`src/rtl/iob_ram_2p_fifo_ctrl.sv`:
```
// rtl/iob_ram_2p_fifo_ctrl.sv - FIFO controller driving an external two-port RAM
// Optional sticky overflow/underflow flags are built when IOB_RAM_2P_FIFO_CTRL_ERR_EN is defined.
module iob_ram_2p_fifo_ctrl #(
  parameter int DATA_W = 8,
  parameter int ADDR_W = 4
) (
`ifdef IOB_RAM_2P_FIFO_CTRL_ERR_EN
  input  logic              err_clr_i,
  output logic              overflow_o,
  output logic              underflow_o,
`endif
  input  logic              clk_i,
  input  logic              rst_i,
  input  logic              w_en_i,
  input  logic [DATA_W-1:0] w_data_i,
  output logic              w_full_o,
  input  logic              r_en_i,
  output logic [DATA_W-1:0] r_data_o,
  output logic              r_valid_o,
  output logic              r_empty_o,
  output logic [ADDR_W:0]   level_o,
  output logic              ext_mem_w_en_o,
  output logic [ADDR_W-1:0] ext_mem_w_addr_o,
  output logic [DATA_W-1:0] ext_mem_w_data_o,
  output logic              ext_mem_r_en_o,
  output logic [ADDR_W-1:0] ext_mem_r_addr_o,
  input  logic [DATA_W-1:0] ext_mem_r_data_i
);

  localparam logic [ADDR_W:0] LEVEL_FULL = {1'b1, {ADDR_W{1'b0}}};

  logic [ADDR_W-1:0] r_wptr;
  logic [ADDR_W-1:0] r_rptr;
  logic [ADDR_W:0]   r_level;
  logic              r_full;
  logic              r_empty;
  logic              r_valid;

  logic              w_push_ok;
  logic              w_pop_ok;
  logic [ADDR_W:0]   w_level_nxt;

  assign w_push_ok   = w_en_i & ~r_full;
  assign w_pop_ok    = r_en_i & ~r_empty;
  assign w_level_nxt = r_level + (ADDR_W+1)'(w_push_ok) - (ADDR_W+1)'(w_pop_ok);

  // Flags come from the next level so they line up with level_o every cycle.
  always_ff @(posedge clk_i) begin
    if (rst_i) begin
      r_wptr  <= '0;
      r_rptr  <= '0;
      r_level <= '0;
      r_full  <= 1'b0;
      r_empty <= 1'b1;
      r_valid <= 1'b0;
    end else begin
      if (w_push_ok) r_wptr <= r_wptr + ADDR_W'(1);
      if (w_pop_ok)  r_rptr <= r_rptr + ADDR_W'(1);
      r_level <= w_level_nxt;
      r_full  <= (w_level_nxt == LEVEL_FULL);
      r_empty <= (w_level_nxt == '0);
      r_valid <= w_pop_ok;
    end
  end

  assign w_full_o         = r_full;
  assign r_empty_o        = r_empty;
  assign level_o          = r_level;
  assign r_valid_o        = r_valid;
  assign r_data_o         = ext_mem_r_data_i;

  assign ext_mem_w_en_o   = w_push_ok;
  assign ext_mem_w_addr_o = r_wptr;
  assign ext_mem_w_data_o = w_data_i;
  assign ext_mem_r_en_o   = w_pop_ok;
  assign ext_mem_r_addr_o = r_rptr;

`ifdef IOB_RAM_2P_FIFO_CTRL_ERR_EN
  logic r_overflow;
  logic r_underflow;

  // A new error in the same cycle as a clear keeps the flag set.
  always_ff @(posedge clk_i) begin
    if (rst_i) begin
      r_overflow  <= 1'b0;
      r_underflow <= 1'b0;
    end else begin
      if (w_en_i & r_full)        r_overflow <= 1'b1;
      else if (err_clr_i)         r_overflow <= 1'b0;
      if (r_en_i & r_empty)       r_underflow <= 1'b1;
      else if (err_clr_i)         r_underflow <= 1'b0;
    end
  end

  assign overflow_o  = r_overflow;
  assign underflow_o = r_underflow;
`endif

endmodule

```
`config.mk`:
```
export PLATFORM = sky130hd
export DESIGN_NAME = iob_ram_2p_fifo_ctrl
export DESIGN_NICKNAME = d
export VERILOG_FILES = /design/src/rtl/iob_ram_2p_fifo_ctrl.sv
export SDC_FILE = /design/constraint.sdc
export NUM_CORES = 1
export LEC_CHECK = 0
export ABC_AREA = 1
export BUFFER_PORTS_ARGS = -buffer_cell sky130_fd_sc_hd__buf_2
export CORE_AREA = 2 2 49 51
export DETAILED_ROUTE_END_ITERATION = 12
export DIE_AREA = 0 0 51 53
export GPL_ROUTABILITY_DRIVEN = 1
export PLACE_DENSITY = 0.82
export SLEW_MARGIN = 5
export SYNTH_ARGS = -nofsm -noshare
export SYNTH_HDL_FRONTEND = slang
export SYNTH_SLANG_ARGS = --single-unit
```
`constraint.sdc`:
```
create_clock -name clk_i -period 4.9 [get_ports clk_i]
set_input_delay 0.98 -clock clk_i [delete_from_list [all_inputs] [get_ports clk_i]]
set_output_delay 0.98 -clock clk_i [all_outputs]
set_load 0.1 [all_outputs]
```
# Yosys cells after proc, flatten, opt, wreduce, memory -nomap -nowiden
# Index checks and enable logic that the tools add are counted.
# classes
add_sub_neg	4
reduce_logical	1
n_bitwise	4
eq_ne	1
# ops
cell	count
4-bit by 1-bit adder with 4-bit output (second input constant)	2
5-bit by 1-bit adder with 5-bit output	1
5-bit == test (second input constant)	1
5-bit logical NOT	1
5-bit by 1-bit subtractor with 5-bit output	1
1-bit AND	2
1-bit inverter	2
# word_totals
output_inout_bits	34
in_bits	20
elab_cells	16
register_bits	16

# Longest topological paths before layout
# Gate-level depths: netlist of run 1.
# logic_depth
depth_word	5
ltp_mapped	13
ltp_nobuf	13

# Worst setup path after synthesis of run 1
# OpenSTA, ideal clock, no wires.
# synth_timing
kind	input -> register
start	input port w_en_i
end	register r_empty (netlist: r_empty_o)
arrival_ps	2969
setup_time_ps	114
stages	11
path_buffers	0
setup_slack_ps	1817
required_ps	4786
path_cell_list	inv_1 > nor2_4 > inv_1 > ha_1 > inv_1 > ha_1 > fa_1 > xor2_1 > nor2_1 > nand3_1 > nand2_1
# synth_between
elab_chain_cells	4
# synth_lines
item	line_no	text
start, declared	14	input logic w_en_i,
1-bit AND	43	assign w_push_ok = w_en_i & ~r_full;
named net ext_mem_w_en_o	22	output logic ext_mem_w_en_o,
5-bit by 1-bit adder with 5-bit output	45	assign w_level_nxt = r_level + (ADDR_W+1)'(w_push_ok) - (ADDR_W+1)'(w_pop_ok);
5-bit by 1-bit subtractor with 5-bit output	45	
5-bit logical NOT	61	r_empty <= (w_level_nxt == '0);
end signal, assigned	61	
end, declared	36	logic r_empty;
# The timed path passes the listed nets, and every way through them passes these cells.
# A chain may end at the register's enable or synchronous reset.

# Worst setup path after layout of run 1
# layout_timing
start	input port r_en_i
end	output port ext_mem_r_en_o
# layout_between
elab_chain_cells	1
# layout_lines
item	line_no	text
start, declared	17	input logic r_en_i,
1-bit AND	44	assign w_pop_ok = r_en_i & ~r_empty;
end, declared	25	output logic ext_mem_r_en_o,
# Every way passes these cells.

==> results of run 1 <==
[worst min-delay path, stage by stage, from the launching register on]
cell     delay (ps)
dfxtp_1         340
inv_1            60
a21oi_1          50
[flip-flops by register name, indices dropped and copies added, names as in the netlist]
register and cells:
level_o 5, r_empty_o 1, r_valid_o 1, ext_mem_r_addr_o 4, w_full_o 1, ext_mem_w_addr_o 4
[cells by family (layout without fill, tap and decap cells)]
| group | after synthesis | after routing | share of synthesized area |
|---|---|---|---|
| buf+inv | 37 | 45 | 0.219 |
| compound gates | 5 | 5 | 0.0274 |
| xor+xnor | 3 | 3 | 0.0288 |
| simple gates | 52 | 52 | 0.255 |
| flops | 16 | 16 | 0.351 |
| fa+ha+maj | 8 | 8 | 0.118 |
[Yosys cell counts]
cell type and instances:
nand2_1 20, inv_1 19, nor2_1 17, buf_4 16, dfxtp_1 16, nand3_1 8, ha_1 7, a21oi_1 3
nand2_2 2, nor2_2 2, nor2_4 2, o21ai_0 2, xnor2_1 2, buf_2 1, fa_1 1, inv_2 1
nand4_1 1, xor2_1 1
[metrics by stage]
stage	setup WS, ps	util	hold slack (ps)
finish	2160	0.448	484
global route	2120	0.448	507
CTS	2160	0.448	491
detailed placement	2070	0.432	475
global placement	2160	0.432	461
floorplan	1820	-	891
[worst paths after layout]
kind                                                        from                               end  slack, ps  depth (start not counted)
worst max-delay path                                      r_en_i                    ext_mem_r_en_o       2160                          4
worst min-delay path            ext_mem_w_addr_o[2]$_SDFFE_PP0P_  ext_mem_w_addr_o[2]$_SDFFE_PP0P_        480                          2
worst max register to register               w_full_o$_SDFF_PP0_              r_empty_o$_SDFF_PP1_       2790                         10
worst min register to register  ext_mem_w_addr_o[2]$_SDFFE_PP0P_  ext_mem_w_addr_o[2]$_SDFFE_PP0P_        480                          2
[power breakdown]
| part | internal [W] | switching, W |
|---|---|---|
| Clock | 0.0000453 | 0.0000414 |
| Sequential | 0.000161 | 0.0000236 |
| Combinational | 0.000102 | 0.000380 |
| Total | 0.000307 | 0.000444 |
[layout make-up]
cell class | count | area share
Multi-Input combinational cell | 68 | 0.406
Sequential cell | 16 | 0.332
Timing Repair Buffer | 21 | 0.109
Inverter | 20 | 0.0779
Clock buffer | 4 | 0.0377
Tap cell | 28 | 0.0364
[layer usage]
| metal | track usage | part of all wire | vias up |
|---|---|---|---|
| met2 | 0.225 | 0.47 | 35 |
| met3 | 0.0537 | 0.086 | 5 |
| met1 | 0.141 | 0.42 | 333 |
| met5 | 0 | 0 | - |
| met4 | 0.0541 | 0.020 | 0 |
| li1 | - | - | 367 |
==> results.py, run 1 <==
metrics = {
    "floorplan": {
        "initial_core_util": 0.425,
        "dieArea_mm2": 0.00270,
        "dieHeight_um": 53,
        "die_w_um": 51,
        "row_count": 17,
        "io_pins": 54,
        "fp.coreArea_mm2": 0.00215,
    },
    "cts": {
        "numCtsBuffers": 3,
        "cts_hold_repair.buffers": 0,
        "cts.clk_slew.worst_paths_ps": 90,
        "cts_num_sinks": 16,
        "root_buffer": "clkbuf_4",
        "cts_htree_levels": 1,
        "cts_tree": "yes",
        "post-cts-setup-buffer-count": 0,
        "postCtsResizedCells": 0,
        "ctsLongestPathBuffers": 2,
        "clk_latency_ps": 290,
    },
    "setup_path": {
        "critPathSlowestCell": "buf_2",
        "required_ps": 3920,
        "critPathBufInv": 3,
        "endpoint_kind": "primary output",
        "critical_path_class": "input pin to primary output",
        "critPathLaunchType": "input pin",
        "worstPathArrival_ps": 1760,
        "path_cells": "buf_2, inv_1, nor2_4, buf_2",
        "cp_slowest_stage_delay_ps": 460,
        "critPathMostFrequentCell": "buf_2",
        "path_max_fanout": 8,
        "crit_family": "buffers and inverters",
    },
    "sta": {
        "fmax_ghz": 0.366,
        "finClkSkew_ps": 1.25,
        "setup_viol": 0,
        "period_share": 0.558,
        "tightest_slew_ps": 490,
        "max_slew_margin": 0.676,
        "hold_viol": 0,
        "rsz0062_at_grt": "no",
        "tns_ps": 0,
        "period_minus_slack_ps": 2740,
        "final_max_slew_viol_count": 0,
    },
    "final_layout": {
        "antenna_cells": 0,
        "final-seq-area_um2": 320,
        "multi_input_area_um2": 392,
        "drive_gt1_frac": 0.248,
        "fillers": 208,
        "area_growth_syn_to_layout_pct": 5.62,
        "layout_commonest_cell": "buf_2",
        "nets": 158,
        "fin_area_um2": 963,
        "final_cells": 157,
        "mostFrequentLayoutCells": "21 x buf_2, 20 x nand2_1, 19 x inv_1, 17 x nor2_1, 16 x dfxtp_1",
    },
    "yosys": {
        "synthTopCellsByArea": "dfxtp_1 35%, buf_4 13%, ha_1 9.6%",
        "netlist_instances": 121,
        "ys_ff_latch": 16,
        "ys_seq_area_frac": 0.351,
        "yosysTopAreaCell": "dfxtp_1",
        "netlist_area_um2": 912,
        "yosys.area.top_type_share": 0.351,
        "syn_nets": 149,
        "ys_warn_count": 0,
        "synth_cell_types": 18,
        "syn_avg_cell_area_um2": 7.54,
    },
    "power": {
        "p_leak_nw": 0.515,
        "irDropWorstVdd_uv": 385,
        "p_per_area_mw_per_mm2": 781,
        "power_w": 0.000752,
    },
    "grt": {
        "track_usage": 0.130,
        "grt-ovfl-total": 0,
        "antenna_found_initial": 0,
        "grt_pass1_wl_um": 2620,
        "grt_pass1_vias": 634,
        "grt_max_degree": 10,
    },
    "min_path": {
        "hp-class": "flip-flop to flip-flop",
    },
    "placement": {
        "place_hpwl_um": 1250,
        "place_congestion": 0.740,
        "numPlacedInstances": 153,
        "placed_cell_area_um2": 927,
        "placement.io_buffers": 21,
    },
    "detailed_routing": {
        "antenna_left": 0,
        "drc": 0,
        "viasPerCell": 4.71,
        "via_count": 740,
        "drt_first_pass_iters": 4,
        "totalWireLength_um": 1530,
        "post_drt_wl_per_cell_um": 9.74,
        "first_iter_violations": 21,
    },
    "run": {
        "cap_violations": 0,
    },
    "run_status": {
        "status": "completed",
    },
}
Power figures use the tool's default switching activity.
==> inputs of run 2 (changes only) <==
- CORE_AREA: 2 2 49 51 -> 2 2 52 54
- DIE_AREA: 0 0 51 53 -> 0 0 54 56
- PLACE_DENSITY: 0.82 -> 0.77
- clock period: 4.9 -> 2.5 ns (I/O delays scaled with it)
==> run 2 against run 1 <==
  * Register-to-register slack got worse by 2200 ps
  * Final cell count grew 1.9%
  * Critical endpoint is now w_full_o$_SDFF_PP0_
  * Non-clock buffer count is 1 higher
  * Clock power rose by 98%
  * Core utilization decreased by 3.0 points
  * Setup slack got worse by 1700 ps
  * Highest routed layer unchanged
  * Largest power group unchanged
  * First-iteration DRC count down 71%
  * Sequential share of layout area decreased by 1.3 points
  * Die area increased by 12%
  * Total power increased by 100%
  * Routed wire length is 9.2% higher
  * Sequential power rose by 99%
==> results.py, run 2 (synthesis gave the netlist of run 1 again) <==
metrics = {
    "cts": {
        "cts_tree": "yes",
        "post-cts-setup-buffer-count": 0,
        "cts_htree_levels": 1,
        "root_buffer": "clkbuf_4",
        "numCtsBuffers": 3,
        "cts_hold_repair.buffers": 0,
        "postCtsResizedCells": 0,
        "cts_num_sinks": 16,
        "cts.clk_slew.worst_paths_ps": 90,
        "clk_latency_ps": 290,
        "ctsLongestPathBuffers": 2,
    },
    "setup_path": {
        "worstPathArrival_ps": 2240,
        "endpoint_kind": "flip-flop",
        "critPathLaunchType": "input pin",
        "required_ps": 2730,
        "critical_path_class": "input pin to flip-flop",
        "path_max_fanout": 7,
    },
    "placement": {
        "numPlacedInstances": 156,
        "place_congestion": 0.789,
        "placed_cell_area_um2": 982,
        "placement.io_buffers": 21,
        "place_hpwl_um": 1340,
    },
    "floorplan": {
        "dieArea_mm2": 0.00302,
        "dieHeight_um": 56,
        "initial_core_util": 0.375,
        "die_w_um": 54,
        "io_pins": 54,
        "row_count": 18,
        "fp.coreArea_mm2": 0.00243,
    },
    "power": {
        "p_leak_nw": 0.518,
        "power_w": 0.00151,
        "p_per_area_mw_per_mm2": 1490,
        "irDropWorstVdd_uv": 863,
    },
    "sta": {
        "period_minus_slack_ps": 2010,
        "final_max_slew_viol_count": 0,
        "tightest_slew_ps": 489,
        "finClkSkew_ps": 2.43,
        "period_share": 0.806,
        "hold_viol": 0,
        "rsz0062_at_grt": "no",
        "setup_viol": 0,
        "holdWs_ps": 484,
        "max_slew_margin": 0.676,
        "fmax_ghz": 0.496,
    },
    "grt": {
        "grt_pass1_vias": 696,
        "grt_max_degree": 10,
        "grt_pass1_wl_um": 2940,
        "grt-ovfl-total": 0,
        "track_usage": 0.129,
        "antenna_found_initial": 0,
    },
    "final_layout": {
        "area_growth_syn_to_layout_pct": 11.7,
        "final-seq-area_um2": 325,
        "multi_input_area_um2": 419,
        "largest_register_ffs": 5,
        "antenna_cells": 0,
        "nets": 159,
        "drive_gt1_frac": 0.323,
        "fin_util": 0.419,
        "layout_commonest_cell": "buf_2",
        "fillers": 257,
        "final_cells": 160,
        "mostFrequentLayoutCells": "21 x buf_2, 20 x nand2_1, 17 x nor2_1, 15 x inv_1, 14 x dfxtp_1",
        "fin_area_mm2": 0.00102,
    },
    "min_path": {
        "hp-class": "flip-flop to flip-flop",
    },
    "detailed_routing": {
        "first_iter_violations": 6,
        "via_count": 725,
        "drt_first_pass_iters": 4,
        "drc": 0,
        "viasPerCell": 4.53,
        "post_drt_wl_per_cell_um": 10.4,
        "totalWireLength_um": 1670,
        "antenna_left": 0,
    },
    "run_status": {
        "status": "completed",
    },
    "run": {
        "cap_violations": 0,
    },
}
run 2: changes by cell type in the layout (fill, tap and decap cells not counted), sizes merged:
cell,change
buf,+1
run 2: stage by stage:
stage	TNS (ps)	setup WS [ps]
6_report	0	485
5_1_grt	0	355
4_1_cts	0	496
3_5_place_dp	0	190
3_3_place_gp	0	219
2_1_floorplan	-12.1	-12.1
run 2: layer usage:
metal	GRT usage	vias up	share of wire
li1	-	370	-
met1	0.160	320	0.43
met2	0.207	28	0.48
met3	0.0269	7	0.067
met4	0.0571	0	0.029
met5	0	-	0
run 2: final timing paths:
check	startpoint	slack (ps)	cells past startpoint	endpoint
setup / recovery	w_en_i	490	12	w_full_o$_SDFF_PP0_
hold / removal	ext_mem_w_addr_o[2]$_SDFFE_PP0P_	480	2	ext_mem_w_addr_o[2]$_SDFFE_PP0P_
setup reg to reg	w_full_o$_SDFF_PP0_	550	10	w_full_o$_SDFF_PP0_
hold reg to reg	ext_mem_w_addr_o[2]$_SDFFE_PP0P_	480	2	ext_mem_w_addr_o[2]$_SDFFE_PP0P_
run 2: critical path, stage by stage:
cell and delay, ps:
buf_2 160, inv_12 30, nor2_4 180, inv_2 70
ha_4 270, inv_2 30, ha_4 150, fa_2 360
xor2_1 160, nor2_1 170, nand2_1 70, nor2_1 80
run 2: cell type report:
class,count,share of cell area
clock buffer,4,0.0356
multi-input combinational,68,0.412
inverter,20,0.0860
sequential,16,0.319
tap,30,0.0369
timing repair buffer,22,0.111
run 2: power by group:
group	internal, W	switching, W	total, W
registers	0.000318	0.0000485	0.000367
logic	0.000219	0.000757	0.000976
clock network	0.0000888	0.0000833	0.000172
==> inputs of run 3 (changes only) <==
- clock period: 2.5 -> 1.8 ns (I/O delays scaled with it)
==> run 3 against run 2 <==
  * The run now ends with negative setup slack left
  * Critical path depth is the same
  * Clock power grew 11%
  * Final cell count grew 1.9%
  * Clock skew grew 2.2 ps
  * Highest routed layer unchanged
  * Critical endpoint is now r_empty_o$_SDFF_PP1_
  * Sequential power grew 39%
  * Hold slack lost 130 ps
  * Non-clock buffer count grew 3
  * Core utilization grew 2.1 points
  * Clock-buffer cell count shrank 1
  * Global-route usage shrank 1.2 points
==> results.py, run 3 (synthesis gave the netlist of run 1 again) <==
metrics = {
    "setup_path": {
        "reg2reg_slack_ps": -40,
        "reg2regPathDepth": 12,
        "path_depth": 12,
        "endpoint_kind": "flip-flop",
        "cp_slowest_stage_delay_ps": 360,
        "path_cells": "nor2_4, inv_2, ha_4, inv_2, ha_4, fa_2, nand3_2, nand2_1, nand2_2, nand2_1, nand3_1, nand2_1",
        "crit_path_start": "w_full_o$_SDFF_PP0_",
        "endpoint": "r_empty_o$_SDFF_PP1_",
        "critPathLaunchType": "flip-flop",
        "crit_family": "adder cells",
        "r2r_end": "r_empty_o$_SDFF_PP1_",
        "critPathMostFrequentCell": "nand2_1",
        "path_max_fanout": 2,
        "worstPathArrival_ps": 2020,
        "critPathSlowestCell": "dfxtp_4",
        "required_ps": 1980,
        "critical_path_class": "flip-flop to flip-flop",
        "regToRegStartpoint": "w_full_o$_SDFF_PP0_",
        "critPathBufInv": 2,
    },
    "detailed_routing": {
        "viasPerCell": 4.38,
        "via_count": 714,
        "post_drt_wl_per_cell_um": 10.2,
        "antenna_left": 0,
        "drc": 0,
        "drt_first_pass_iters": 4,
        "totalWireLength_um": 1660,
        "first_iter_violations": 6,
    },
    "min_path": {
        "hp-class": "input pin to flip-flop",
        "min_path_cells": 2,
    },
    "sta": {
        "final_max_slew_viol_count": 0,
        "max_slew_margin": 0.674,
        "hold_viol": 0,
        "tns_ps": -35.7,
        "rsz0062_at_grt": "yes",
        "setup_ws_ps": -35.7,
        "setup_viol": 1,
        "finClkSkew_ps": 4.60,
        "tightest_slew_ps": 492,
        "period_minus_slack_ps": 1840,
        "fmax_ghz": 0.545,
        "period_share": 1.02,
    },
    "final_layout": {
        "layout_commonest_cell": "buf_2",
        "area_growth_syn_to_layout_pct": 17.1,
        "fillers": 252,
        "drive_gt1_frac": 0.368,
        "mostFrequentLayoutCells": "19 x buf_2, 18 x nand2_1, 16 x nor2_1, 15 x inv_1, 14 x dfxtp_1",
        "final-seq-area_um2": 328,
        "multi_input_area_um2": 437,
        "largest_register_ffs": 5,
        "nets": 162,
        "antenna_cells": 0,
        "fin_util": 0.439,
    },
    "grt": {
        "grt_pass1_vias": 671,
        "grt_pass1_wl_um": 2680,
        "grt-ovfl-total": 0,
        "grt_max_degree": 10,
        "track_usage": 0.116,
        "antenna_found_initial": 0,
    },
    "placement": {
        "pre_cts_ws_ps": -225,
        "place_hpwl_um": 1260,
        "placement.io_buffers": 21,
        "place_congestion": 0.928,
    },
    "floorplan": {
        "row_count": 18,
        "initial_core_util": 0.375,
        "dieHeight_um": 56,
        "io_pins": 54,
        "dieArea_mm2": 0.00302,
        "die_w_um": 54,
        "fp.coreArea_mm2": 0.00243,
    },
    "cts": {
        "ctsLongestPathBuffers": 2,
        "root_buffer": "clkbuf_4",
        "cts_htree_levels": 1,
        "numCtsBuffers": 3,
        "cts_num_sinks": 16,
        "cts_tree": "yes",
        "cts.clk_slew.worst_paths_ps": 90,
        "clk_latency_ps": 280,
        "cts_hold_repair.buffers": 0,
    },
    "run_status": {
        "violations": "negative setup slack",
        "status": "finished, violations left",
    },
    "power": {
        "p_per_area_mw_per_mm2": 2040,
        "power_w": 0.00218,
        "p_leak_nw": 0.538,
        "irDropWorstVdd_uv": 1070,
    },
    "run": {
        "cap_violations": 0,
    },
}
## run 3: changes by cell type in the layout (fill, tap and decap cells not counted), sizes merged
cell / change
clkinv: +1
clkbuf: -1
buf: +3
## run 3: per-layer routing
metal / track usage / routed length [um]
met2: 0.185 / 806
met4: 0.0571 / 12
met1: 0.141 / 742
met3: 0.0296 / 101
met5: 0 / 0
## run 3: power by group
part	switching [W]	total (W)	internal (W)	leakage, nW
Combinational	0.00110	0.00148	0.000376	0.390
Clock	0.000110	0.000191	0.0000804	0.0154
Sequential	0.0000644	0.000509	0.000444	0.133
## run 3: worst min-delay path by stage
stage / startpoint / end / slack [ps]
6_report: rst_i / level_o[2]$_SDFF_PP0_ / 350
5_1_grt: rst_i / level_o[2]$_SDFF_PP0_ / 360
4_1_cts: rst_i / level_o[2]$_SDFF_PP0_ / 340
3_5_place_dp: ext_mem_w_addr_o[2]$_SDFFE_PP0P_ / ext_mem_w_addr_o[2]$_SDFFE_PP0P_ / 480
3_3_place_gp: ext_mem_w_addr_o[2]$_SDFFE_PP0P_ / ext_mem_w_addr_o[2]$_SDFFE_PP0P_ / 460
2_1_floorplan: rst_i / level_o[0]$_SDFF_PP0_ / 600
## run 3: final cells by class
class | instances | area share
repair buffers | 25 | 0.155
clock buffers | 3 | 0.0211
multi-input cells | 68 | 0.409
clock inverters | 1 | 0.00351
inverters | 20 | 0.0703
well taps | 30 | 0.0351
flip-flops and latches | 16 | 0.307
## run 3: repair_timing
| item | in CTS | in global routing |
|---|---|---|
| endpoints found under the hold margin | 0 | 0 |
| pin swaps | 3 | 2 |
| resized for setup | 1 | 4 |
| endpoints found under the setup margin | 2 | 4 |
| buffers inserted | 1 | 1 |
## run 3: metrics by stage
| step | instances | hold WS, ps | cell area, um2 |
|---|---|---|---|
| final | 163 | 355 | 1070 |
| after global routing | 163 | 363 | 1070 |
| after CTS | 162 | 344 | 1050 |
| after detailed placement | 157 | 482 | 1010 |
| after global placement | 157 | 458 | 1010 |
| after floorplan | 121 | 598 | 947 |
